==> config.mk <==
export PLATFORM = sky130hd
export DESIGN_NAME = board_scheduler_flat
export DESIGN_NICKNAME = d
export VERILOG_FILES = /design/src/rtl/board_scheduler_pkg.sv /design/src/rtl/board_scheduler_if.sv /design/src/rtl/board_scheduler_cell_ram.sv /design/src/rtl/board_scheduler.sv /design/src/flat_wrapper.sv
export SDC_FILE = /design/constraint.sdc
export NUM_CORES = 1
export LEC_CHECK = 0
export BUFFER_PORTS_ARGS = -buffer_cell sky130_fd_sc_hd__buf_2
export CELL_PAD_IN_SITES_DETAIL_PLACEMENT = 1
export CELL_PAD_IN_SITES_GLOBAL_PLACEMENT = 1
export CORE_MARGIN = 3
export CORE_UTILIZATION = 50
export DETAILED_ROUTE_END_ITERATION = 8
export GPL_ROUTABILITY_DRIVEN = 1
export PLACE_DENSITY_LB_ADDON = 0.25
export SLEW_MARGIN = 20
export SYNTH_ARGS = -nofsm -noshare
export SYNTH_HDL_FRONTEND = slang
export SYNTH_SLANG_ARGS = --single-unit
export TNS_END_PERCENT = 100
==> constraint.sdc <==
create_clock -name clk -period 17.4 [get_ports clk]
set_input_delay 1.74 -clock clk [delete_from_list [all_inputs] [get_ports clk]]
set_output_delay 1.74 -clock clk [all_outputs]
set_load 0.02 [all_outputs]
==> src/rtl/board_scheduler_pkg.sv <==
// Shared types for the snake board scheduler: object codes, scheduler states,
// default geometry and the raster cell-index helper.
package board_scheduler_pkg;

  localparam int GRID_W_DEF        = 16;
  localparam int GRID_H_DEF        = 12;
  localparam int FRAME_TIMEOUT_DEF = 2**20;

  typedef enum logic [2:0] {
    EMPTY  = 3'd0,
    BODY   = 3'd1,
    HEAD   = 3'd2,
    APPLE  = 3'd3,
    BORDER = 3'd4
  } obj_t;

  typedef enum logic [1:0] {
    S_CLEAR  = 2'd0,
    S_IDLE   = 2'd1,
    S_RENDER = 2'd2
  } sched_state_t;

  // Raster index y*w+x; fits 8 bits for any board of up to 256 cells.
  function automatic logic [7:0] cell_index(input logic [3:0] x, input logic [3:0] y,
                                            input int w);
    return 8'(int'(y) * w + int'(x));
  endfunction

  // Codes 5-7 carry no object and are stored as EMPTY.
  function automatic obj_t norm_code(input logic [2:0] c);
    return (c > 3'd4) ? EMPTY : obj_t'(c);
  endfunction

endpackage

==> src/rtl/board_scheduler_if.sv <==
// Game-logic write port of the board scheduler.
// Handshake: wr_req is held with wr_x/wr_y/wr_code stable until wr_ack; wr_ack is a
// one-cycle pulse marking the retiring edge, wr_err rides on it for out-of-range cells.
interface board_scheduler_if;
  logic       wr_req;
  logic [3:0] wr_x;
  logic [3:0] wr_y;
  logic [2:0] wr_code;
  logic       wr_ack;
  logic       wr_err;

  modport master (output wr_req, wr_x, wr_y, wr_code, input  wr_ack, wr_err);
  modport slave  (input  wr_req, wr_x, wr_y, wr_code, output wr_ack, wr_err);
endinterface

==> src/rtl/board_scheduler_cell_ram.sv <==
// Board register file: one write port, one registered read port (old data on
// collision) and a combinational peek used to detect value-changing writes.
module cell_ram
  import board_scheduler_pkg::*;
#(
  parameter int DEPTH = GRID_W_DEF * GRID_H_DEF
) (
  input  logic       clk,
  input  logic       reset,
  input  logic       we,
  input  logic [7:0] wr_addr,
  input  obj_t       wr_data,
  input  logic [7:0] peek_addr,
  output obj_t       peek_data,
  input  logic [7:0] rd_addr,
  output obj_t       rd_data
);

  obj_t mem [DEPTH];

  always_ff @(posedge clk) begin
    if (we && int'(wr_addr) < DEPTH) mem[wr_addr] <= wr_data;
  end

  always_ff @(posedge clk) begin
    if (reset)                      rd_data <= EMPTY;
    else if (int'(rd_addr) < DEPTH) rd_data <= mem[rd_addr];
    else                            rd_data <= EMPTY;
  end

  assign peek_data = (int'(peek_addr) < DEPTH) ? mem[peek_addr] : EMPTY;

endmodule

==> src/rtl/board_scheduler.sv <==
// Owns the snake board and sequences redraws: CLEAR sweeps the border ring in,
// IDLE serves writes and starts frames when dirty, RENDER holds writes off.
module board_scheduler
  import board_scheduler_pkg::*;
#(
  parameter int GRID_W        = GRID_W_DEF,
  parameter int GRID_H        = GRID_H_DEF,
  parameter int FRAME_TIMEOUT = FRAME_TIMEOUT_DEF
) (
  input  logic                clk,
  input  logic                reset,
  board_scheduler_if.slave    wr,
  input  logic                clear_req,
  input  logic [3:0]          rd_x,
  input  logic [3:0]          rd_y,
  output logic                snakeBody,
  output logic                snakeHead,
  output logic                apple,
  output logic                border,
  output logic                redraw,
  input  logic                frame_done,
  output logic                frame_active,
  output logic                busy,
  output sched_state_t        dbg_state
);

  localparam int               CELLS  = GRID_W * GRID_H;
  localparam int               TW     = $clog2(FRAME_TIMEOUT);
  localparam logic [3:0]       LAST_X = 4'(GRID_W - 1);
  localparam logic [3:0]       LAST_Y = 4'(GRID_H - 1);
  localparam logic [TW-1:0]    LAST_T = TW'(FRAME_TIMEOUT - 1);

  sched_state_t  state;
  logic [3:0]    sweep_x, sweep_y;
  logic          dirty;
  logic [TW-1:0] tcnt;
  logic          rd_ok_q;

  obj_t          wr_code_n, wr_old, rd_code, ram_wdata;
  logic          wr_ok, wr_take, wr_change, sweep_edge, ram_we;
  logic [7:0]    ram_waddr, peek_addr, rd_addr;

  assign wr_code_n  = norm_code(wr.wr_code);
  assign wr_ok      = int'(wr.wr_x) < GRID_W && int'(wr.wr_y) < GRID_H;
  assign peek_addr  = cell_index(wr.wr_x, wr.wr_y, GRID_W);
  assign rd_addr    = cell_index(rd_x, rd_y, GRID_W);
  assign sweep_edge = sweep_x == 4'd0 || sweep_x == LAST_X ||
                      sweep_y == 4'd0 || sweep_y == LAST_Y;
  // The ack cycle itself never takes a second write, so the requester can drop
  // wr_req on the cycle after it sees wr_ack.
  assign wr_take    = state == S_IDLE && !clear_req && wr.wr_req && !wr.wr_ack;
  assign wr_change  = wr_ok && wr_code_n != wr_old;

  always_comb begin
    ram_we    = 1'b0;
    ram_waddr = peek_addr;
    ram_wdata = wr_code_n;
    if (state == S_CLEAR) begin
      ram_we    = 1'b1;
      ram_waddr = cell_index(sweep_x, sweep_y, GRID_W);
      ram_wdata = sweep_edge ? BORDER : EMPTY;
    end else if (wr_take && wr_change) begin
      ram_we    = 1'b1;
    end
  end

  cell_ram #(.DEPTH(CELLS)) u_ram (
    .clk       (clk),
    .reset     (reset),
    .we        (ram_we),
    .wr_addr   (ram_waddr),
    .wr_data   (ram_wdata),
    .peek_addr (peek_addr),
    .peek_data (wr_old),
    .rd_addr   (rd_addr),
    .rd_data   (rd_code)
  );

  always_ff @(posedge clk) begin
    if (reset) begin
      state     <= S_CLEAR;
      sweep_x   <= '0;
      sweep_y   <= '0;
      dirty     <= 1'b0;
      tcnt      <= '0;
      wr.wr_ack <= 1'b0;
      wr.wr_err <= 1'b0;
      redraw    <= 1'b0;
    end else begin
      wr.wr_ack <= 1'b0;
      wr.wr_err <= 1'b0;
      redraw    <= 1'b0;
      case (state)
        S_CLEAR: begin
          if (sweep_x == LAST_X) begin
            sweep_x <= '0;
            if (sweep_y == LAST_Y) begin
              sweep_y <= '0;
              dirty   <= 1'b1;
              state   <= S_IDLE;
            end else begin
              sweep_y <= sweep_y + 4'd1;
            end
          end else begin
            sweep_x <= sweep_x + 4'd1;
          end
        end
        S_IDLE: begin
          if (clear_req) begin
            state <= S_CLEAR;
          end else if (wr_take) begin
            wr.wr_ack <= 1'b1;
            wr.wr_err <= !wr_ok;
            if (wr_change) dirty <= 1'b1;
          end else if (dirty) begin
            redraw <= 1'b1;
            dirty  <= 1'b0;
            tcnt   <= '0;
            state  <= S_RENDER;
          end
        end
        S_RENDER: begin
          if (frame_done) begin
            state <= S_IDLE;
          end else if (tcnt == LAST_T) begin
            // The frame may have been lost; redraw again once back in IDLE.
            state <= S_IDLE;
            dirty <= 1'b1;
          end else begin
            tcnt <= tcnt + 1'b1;
          end
        end
        default: state <= S_CLEAR;
      endcase
    end
  end

  always_ff @(posedge clk) begin
    if (reset) rd_ok_q <= 1'b0;
    else       rd_ok_q <= int'(rd_x) < GRID_W && int'(rd_y) < GRID_H;
  end

  assign snakeBody    = rd_ok_q && rd_code == BODY;
  assign snakeHead    = rd_ok_q && rd_code == HEAD;
  assign apple        = rd_ok_q && rd_code == APPLE;
  assign border       = rd_ok_q && rd_code == BORDER;
  assign frame_active = state == S_RENDER;
  assign busy         = state == S_CLEAR;
  assign dbg_state    = state;

endmodule

==> src/flat_wrapper.sv <==
// flat-port wrapper written by rule: the top's interface ports become plain ports
module board_scheduler_flat import board_scheduler_pkg::*;
#(
  parameter int GRID_W        = GRID_W_DEF,
  parameter int GRID_H        = GRID_H_DEF,
  parameter int FRAME_TIMEOUT = FRAME_TIMEOUT_DEF
)
  (clk, reset, clear_req, rd_x, rd_y, snakeBody, snakeHead, apple, border, redraw, frame_done, frame_active, busy, dbg_state, wr_wr_req, wr_wr_x, wr_wr_y, wr_wr_code, wr_wr_ack, wr_wr_err);
  board_scheduler_if wr_i ();
  input  logic clk;
  input  logic reset;
  input  logic clear_req;
  input  logic [3:0] rd_x;
  input  logic [3:0] rd_y;
  output logic snakeBody;
  output logic snakeHead;
  output logic apple;
  output logic border;
  output logic redraw;
  input  logic frame_done;
  output logic frame_active;
  output logic busy;
  output sched_state_t dbg_state;
  input wire logic [$bits(wr_i.wr_req)-1:0] wr_wr_req;
  input wire logic [$bits(wr_i.wr_x)-1:0] wr_wr_x;
  input wire logic [$bits(wr_i.wr_y)-1:0] wr_wr_y;
  input wire logic [$bits(wr_i.wr_code)-1:0] wr_wr_code;
  output wire logic [$bits(wr_i.wr_ack)-1:0] wr_wr_ack;
  output wire logic [$bits(wr_i.wr_err)-1:0] wr_wr_err;
  assign wr_i.wr_req = wr_wr_req;
  assign wr_i.wr_x = wr_wr_x;
  assign wr_i.wr_y = wr_wr_y;
  assign wr_i.wr_code = wr_wr_code;
  assign wr_wr_ack = wr_i.wr_ack;
  assign wr_wr_err = wr_i.wr_err;
  board_scheduler #(.GRID_W(GRID_W), .GRID_H(GRID_H), .FRAME_TIMEOUT(FRAME_TIMEOUT)) u_core (.clk(clk), .reset(reset), .wr(wr_i), .clear_req(clear_req), .rd_x(rd_x), .rd_y(rd_y), .snakeBody(snakeBody), .snakeHead(snakeHead), .apple(apple), .border(border), .redraw(redraw), .frame_done(frame_done), .frame_active(frame_active), .busy(busy), .dbg_state(dbg_state));
endmodule
# Word level (Yosys, flattened, before mapping)
# Memory sizes are Yosys's and may differ from the RTL's. A register that Yosys moved wholly into a read port is not among the register bits.
# Cells that the tools add are included.
[word_totals] word_cells=111 out_inout_bits=11 mem_bits_rw=576 regBits=35 in_bits=24 mem_count=1
[op_classes] bitwise_logic=3 addsub=6 mux=35 magnitude_cmp=6 eq_ne=22 reduce_logical=29
[memory_table] name="u_core.u_ram.mem" words=192 width=3 rd=2 rd_clocked_by_memory_dff=1 write_ports=1 line_no="board_scheduler_cell_ram.sv:19" source="obj_t mem [DEPTH];"
[ops] operator="20-bit 2-to-1 mux" n=5
[ops] operator="20-bit case mux with 2 select lines" n=1
[ops] operator="8-bit by 4-bit adder with 8-bit output" n=3
[ops] operator="8-bit less-than comparator (second input constant)" n=3
[ops] operator="20-bit by 1-bit adder with 20-bit output (second input constant)" n=1
[ops] operator="20-bit equality test (second input constant)" n=1
[ops] operator="2-bit 2-to-1 mux" n=7
[ops] operator="1-bit 2-to-1 mux" n=13
[ops] operator="3-bit 2-to-1 mux" n=4
[ops] operator="1-bit logical AND" n=10
[ops] operator="4-bit by 1-bit adder with 4-bit output (second input constant)" n=2
[ops] operator="4-bit equality test (second input constant)" n=2
[ops] operator="4-bit zero test" n=2
[ops] operator="4-bit less-than comparator (second input constant)" n=2
[ops] operator="4-bit 2-to-1 mux" n=2
[ops] operator="8-bit 2-to-1 mux" n=1
[ops] operator="2-bit by 1-bit inequality test with 1-bit output (second input constant)" n=4
[ops] operator="2-bit inequality test (second input constant)" n=4
[ops] operator="4-bit OR reduction" n=2
[ops] operator="7-bit AND reduction" n=1
[ops] operator="3-bit by 2-bit equality test with 1-bit output (second input constant)" n=2
[ops] operator="3-bit by 2-bit inequality test with 1-bit output (second input constant)" n=2
[ops] operator="3-bit inequality test (second input constant)" n=2
[ops] operator="2-bit case mux with 3 select lines" n=1
[ops] operator="18 further kinds" n=24

# Logic depth before layout (Yosys ltp)
[depth] ltp_word=11 mapped_depth=14 mapped_depth_nobuf=9

# Hierarchy
# A second synthesis with hierarchy kept.
[unflattened] hier_cells=1888 hier_area_um2=30156.4
[by_module_without_submodules] module="cell_ram" n_inst=1 cells_per_inst=1626 seq_area_each_um2=17356.6 area_each_um2=28150.7
[by_module_without_submodules] module="board_scheduler" n_inst=1 cells_per_inst=262 seq_area_each_um2=700.7 area_each_um2=2005.7

# Least setup slack after synthesis
# No wires, ideal clock.
[synth_path] path_type="input to register" start="input wr_wr_code[2]" end="memory u_core.u_ram.mem[0][0] (netlist bit), data pin" n_path_buf=0 t_required_ns=15.677 arrival_ns=9.494 setup_slack_ns=6.183 path_stages=1 setup_ns=1.723 cell_sequence="nor3b_1"
[synth_between] elab_chain_cells=3
[synth_rtl] element="start: declaration" line_no="flat_wrapper.sv:27" source="input wire logic [$bits(wr_i.wr_code)-1:0] wr_wr_code;"
[synth_rtl] element="3-bit greater-than comparator" line_no="board_scheduler_pkg.sv:31" source="return (c > 3'd4) ? EMPTY : obj_t'(c);"
[synth_rtl] element="3-bit 2-to-1 mux" line_no="board_scheduler_pkg.sv:31"
[synth_rtl] element="3-bit 2-to-1 mux" line_no="board_scheduler.sv:58" source="if (state == S_CLEAR) begin"
[synth_rtl] element="end: declaration" line_no="board_scheduler_cell_ram.sv:19"
# No other way between the ends.

# Worst setup path in the final report
[layout_path] start="input wr_wr_x[0]" end="memory u_core.u_ram.mem[127][2] (netlist bit), enable pin"
[layout_between] elab_chain_cells=11 word_cells_on_any_way=14 cone_classes="add/sub (1); order compare (2); eq/ne (1); mux (6); reduce/logical (3); memory (1)"
[layout_rtl] element="start: declaration" line_no="flat_wrapper.sv:25" source="input wire logic [$bits(wr_i.wr_x)-1:0] wr_wr_x;"
[layout_rtl] element="8-bit by 4-bit adder with 8-bit output *" line_no="board_scheduler_pkg.sv:26" source="return 8'(int'(y) * w + int'(x));"
[layout_rtl] element="memory read 192 x 3 bit / 8-bit less-than comparator (equally long branches)"
[layout_rtl] element="3-bit 2-to-1 mux" line_no="board_scheduler_cell_ram.sv:31" source="assign peek_data = (int'(peek_addr) < DEPTH) ? mem[peek_addr] : EMPTY;"
[layout_rtl] element="3-bit inequality test" line_no="board_scheduler.sv:52" source="assign wr_change = wr_ok && wr_code_n != wr_old;"
[layout_rtl] element="1-bit logical AND" line_no="board_scheduler.sv:52"
[layout_rtl] element="1-bit logical AND" line_no="board_scheduler.sv:62" source="end else if (wr_take && wr_change) begin"
[layout_rtl] element="1-bit 2-to-1 mux" line_no="board_scheduler.sv:62"
[layout_rtl] element="1-bit 2-to-1 mux" line_no="board_scheduler.sv:58"
[layout_rtl] element="1-bit logical AND" line_no="board_scheduler_cell_ram.sv:22" source="if (we && int'(wr_addr) < DEPTH) mem[wr_addr] <= wr_data;"
[layout_rtl] element="1-bit 2-to-1 mux" line_no="board_scheduler_cell_ram.sv:22"
[layout_rtl] element="1-bit 2-to-1 mux (not written as such)" line_no="board_scheduler_cell_ram.sv:22"
# Mark *: on every way between the ends. The rest lies on a longest branch, timed or not.

==> key figures <==
Global route
  • Initial antenna violation count: 5
  • First-pass GRT wire length: 136,000 µm
  • Total GRT Usage: 29.8%
  • Vias in the first global route: 19.1k
  • Total congestion overflow: 0
  • Pin count of the biggest net entering global routing: 109

Timing
  • Slew @ Worst Pin: 1130 ps
  • Hold_ws: 508 ps
  • Final period util: 37.9%
  • Final clock skew: 26.7 ps
  • Slew Viols, Final: 0
  • Worst slew margin: 24.5%
  • Fin crit period: 6600 ps
  • Final Hold Fails: 0
  • Worst setup margin: 10,800 ps
  • Max Freq: 152 MHz
  • Final setup vio count: 0
  • Post-route setup TNS: 0 ps
  • RSZ-0062 raised after global routing: no

Cells and area
  • Final non-filler cell total: 2,611
  • Final #Nets: 1,817
  • Syn-to-layout area delta: 9.18%
  • Final-layout fill cell count: 5,335
  • Layout cell share with drive strength beyond 1: 28.5%
  • Fin area: 33,200 µm²
  • Multi-input gate area: 11,600 µm²
  • Sequential cell area: 18,100 µm²

Worst setup path
  • Worst path arrival time: 6870 ps
  • Worst r2r dst: u_core.u_ram.mem[13][2]$_DFFE_PP_
  • Required @ worst endpoint: 17,680 ps
  • Crit-path slowest cell: nor4b_1
  • Critical path class: input port to register
  • Worst path cell trace: buf_8, buf_4, mux4_2, a22oi_1, a31oi_1, nor4b_1, a311oi_1, o22ai_1, o211ai_2, o211ai_4, buf_4, a21oi_1
  • FF-to-FF Start: u_core.dbg_state[1]$_SDFFE_PP0P_
  • Critical Path Source Type: input port
  • R2R Setup Slk: 12,950 ps
  • Slowest stage delay, CP: 880 ps
  • Worst Path Max Fanout: 64
  • Register-to-Register Path Depth: 7
  • Most used cell, CP: buf_4
  • Kind of end point of the critical path: register

Clock network
  • Clk_lat worst skew: 610 ps
  • CTS root buf: clkbuf_16
  • CTS Hold Bufs: 0
  • Total CTS buffers: 66
  • Clk sinks: 614
  • Clock-pin slew on the worst setup and hold paths: 60 ps
  • TritonCTS clock tree: yes
  • Post_cts resized: 0
  • Post-CTS Setup Bufs: 0
  • H-tree levels: 3
  • CTS max path bufs: 3

Synth
  • Register area share after synthesis: 59.4%
  • Number of synthesis warnings: 0
  • Synth Flop Type: edfxtp_1
  • Yosys reg bits: 614
  • Syn Area/Cell: 16.8 µm²
  • Cell area after synthesis: 30,400 µm²
  • EDFF count, synth: 576
  • Gate Count Post-Synth: 1,812
  • Number of library cell types mapped by synthesis: 69
  • Net count after synthesis: 1,841
  • Asr flop ratio synth: 0%

Pwr
  • Cell Pwr Density: 96.6 nW/µm²
  • Leak: 10.7 nW
  • Max VDD drop: 0.0747 mV

Die
  • Die height: 253 µm
  • Rows: 89
  • Die ar.: 63,800 µm²
  • Starting Density: 51.1%
  • Core area: 59,600 µm²
  • Top Ports: 35
  • Die width: 253 µm

Drt
  • Routed wire per std cell: 35.9 µm
  • Iter 0 DRT Violations: 2,561
  • M1 WL: 34,900 µm
  • DRC viols: 0
  • Drt pass-1 iters: 5
  • Met2 wire len: 45,000 µm
  • Total wire length: 93,700 µm
  • Drt via density: 7.17
  • Number of routed nets with antenna violations: 0
  • DR top layer: met5
  • Routed wl met3: 8610 µm
  • DR vias: 18.7k

Worst hold path
  • Hold Path End: u_core.tcnt[5]$_SDFFE_PP0P_
  • Hold path depth: 2
  • Min-delay src: u_core.tcnt[5]$_SDFFE_PP0P_
  • Hold crit path type: register to register

Placed design
  • DP Wirelength: 62,900 µm
  • Placer Congestion: 0.933
  • Pre-CTS setup slack: 10,250 ps
  • Placed Area: 31,100 µm²
  • Cells after DPL: 2,493
  • Buffers on Ports: 34

Run status
  • Status: complete, no violations

Run
  • Max Cap Violations: 0
## cell usage in the layout, fill, tap and decap left out, drive strengths merged, types with 4 or more instances in the layout
master / Yosys / final
nand2: 106 / 106
mux4: 317 / 317
a21oi: 224 / 224
clkbuf: 69 / 87
ha: 5 / 5
o211ai: 5 / 5
xor2: 15 / 15
o22ai: 4 / 4
and2: 4 / 4
inv: 11 / 11
mux2i: 69 / 69
nor3b: 10 / 10
bufinv: 0 / 5
nor2: 68 / 68
nor3: 12 / 12
o31ai: 6 / 6
nand2b: 8 / 8
nand3b: 12 / 12
a211oi: 8 / 8
nor2b: 20 / 20
nand3: 23 / 23
nand4: 11 / 11
a22oi: 23 / 23
edfxtp: 576 / 576
buf: 83 / 60
xnor2: 4 / 4
a31oi: 8 / 8
dfxtp: 38 / 38
and3: 7 / 7
mux2: 8 / 8
o21ai: 14 / 14
a2111oi: 7 / 7
clkinv: 1 / 24
## cell usage after synthesis, drive strengths merged, types with 15 or more instances
library cell	count	area, µm²
edfxtp	576	17300
mux4	317	7140
a21oi	224	1230
nand2	106	398
buf	83	472
clkbuf	69	259
mux2i	69	691
nor2	68	255
dfxtp	38	761
a22oi	23	178
nand3	23	115
nor2b	20	125
xor2	15	131
## registers in the layout (all words and copies together), names as in the netlist
register	cells
u_core.u_ram.rd_data	3
u_core.redraw	1
u_core.wr.wr_ack	1
u_core.tcnt	20
u_core.sweep_x	4
u_core.sweep_y	4
u_core.wr.wr_err	1
u_core.dirty	1
u_core.dbg_state	2
u_core.rd_ok_q	1
u_core.u_ram.mem	576
## worst max-delay path by stage
stage	depth (start not counted)	from	to	slack [ps]
floorplan	1	wr_wr_code[2]	u_core.u_ram.mem[0][0]$_DFFE_PP_	6180
global placement	12	wr_wr_x[0]	u_core.u_ram.mem[98][0]$_DFFE_PP_	10340
detailed placement	12	wr_wr_x[0]	u_core.u_ram.mem[83][2]$_DFFE_PP_	10250
CTS	12	wr_wr_x[0]	u_core.u_ram.mem[83][2]$_DFFE_PP_	10880
global route	12	wr_wr_x[0]	u_core.u_ram.mem[83][2]$_DFFE_PP_	10470
finish	12	wr_wr_x[0]	u_core.u_ram.mem[127][2]$_DFFE_PP_	10800
## cells by family after synthesis
logic type / after synthesis / synth area share (%)
flops: 614 / 59.4
buf+inv: 164 / 2.55
fa+ha+maj: 5 / 0.206
compound gates: 321 / 6.65
simple gates: 295 / 4.66
mux: 394 / 26.0
xor+xnor: 19 / 0.547
## per-layer routing
layer,GRT usage [%],vias to the layer above
li1,-,7469
met4,14.1,4
met5,0,-
met3,6.32,246
met1,39.5,9901
met2,47.6,1101
## critical path, delay by kind of cell
kind / cells / cell delay, ps
AO/OA/AOI/OAI: 7 / 1350
AND/OR/NAND/NOR: 1 / 880
buffers and inverters: 3 / 2150
multiplexers: 1 / 610
## report_power, final
part	leakage (nW)	total [mW]	switching, mW	internal [mW]
Combinational	3.78	0.226	0.131	0.0954
Clock	1.03	1.38	0.577	0.808
Sequential	5.85	1.60	0.00260	1.59
## metrics by stage
stage / utilization [%] / power (mW)
2_1_floorplan: - / 1.78
3_3_place_gp: 52.2 / 1.85
3_5_place_dp: 52.2 / 1.85
4_1_cts: 55.7 / 3.22
5_1_grt: 55.7 / 3.29
6_report: 55.8 / 3.21
## cell type report
class                           count  share of cell area (%)
Antenna cell                        2                  0.0151
Clock buffer                       87                    5.47
Clock inverter                     29                   0.821
Inverter                           12                   0.136
Multi-Input combinational cell   1034                    35.0
Sequential cell                   614                    54.4
Tap cell                          773                    2.91
Timing Repair Buffer               60                    1.24
Note: power is estimated with default switching activity, not from simulation.
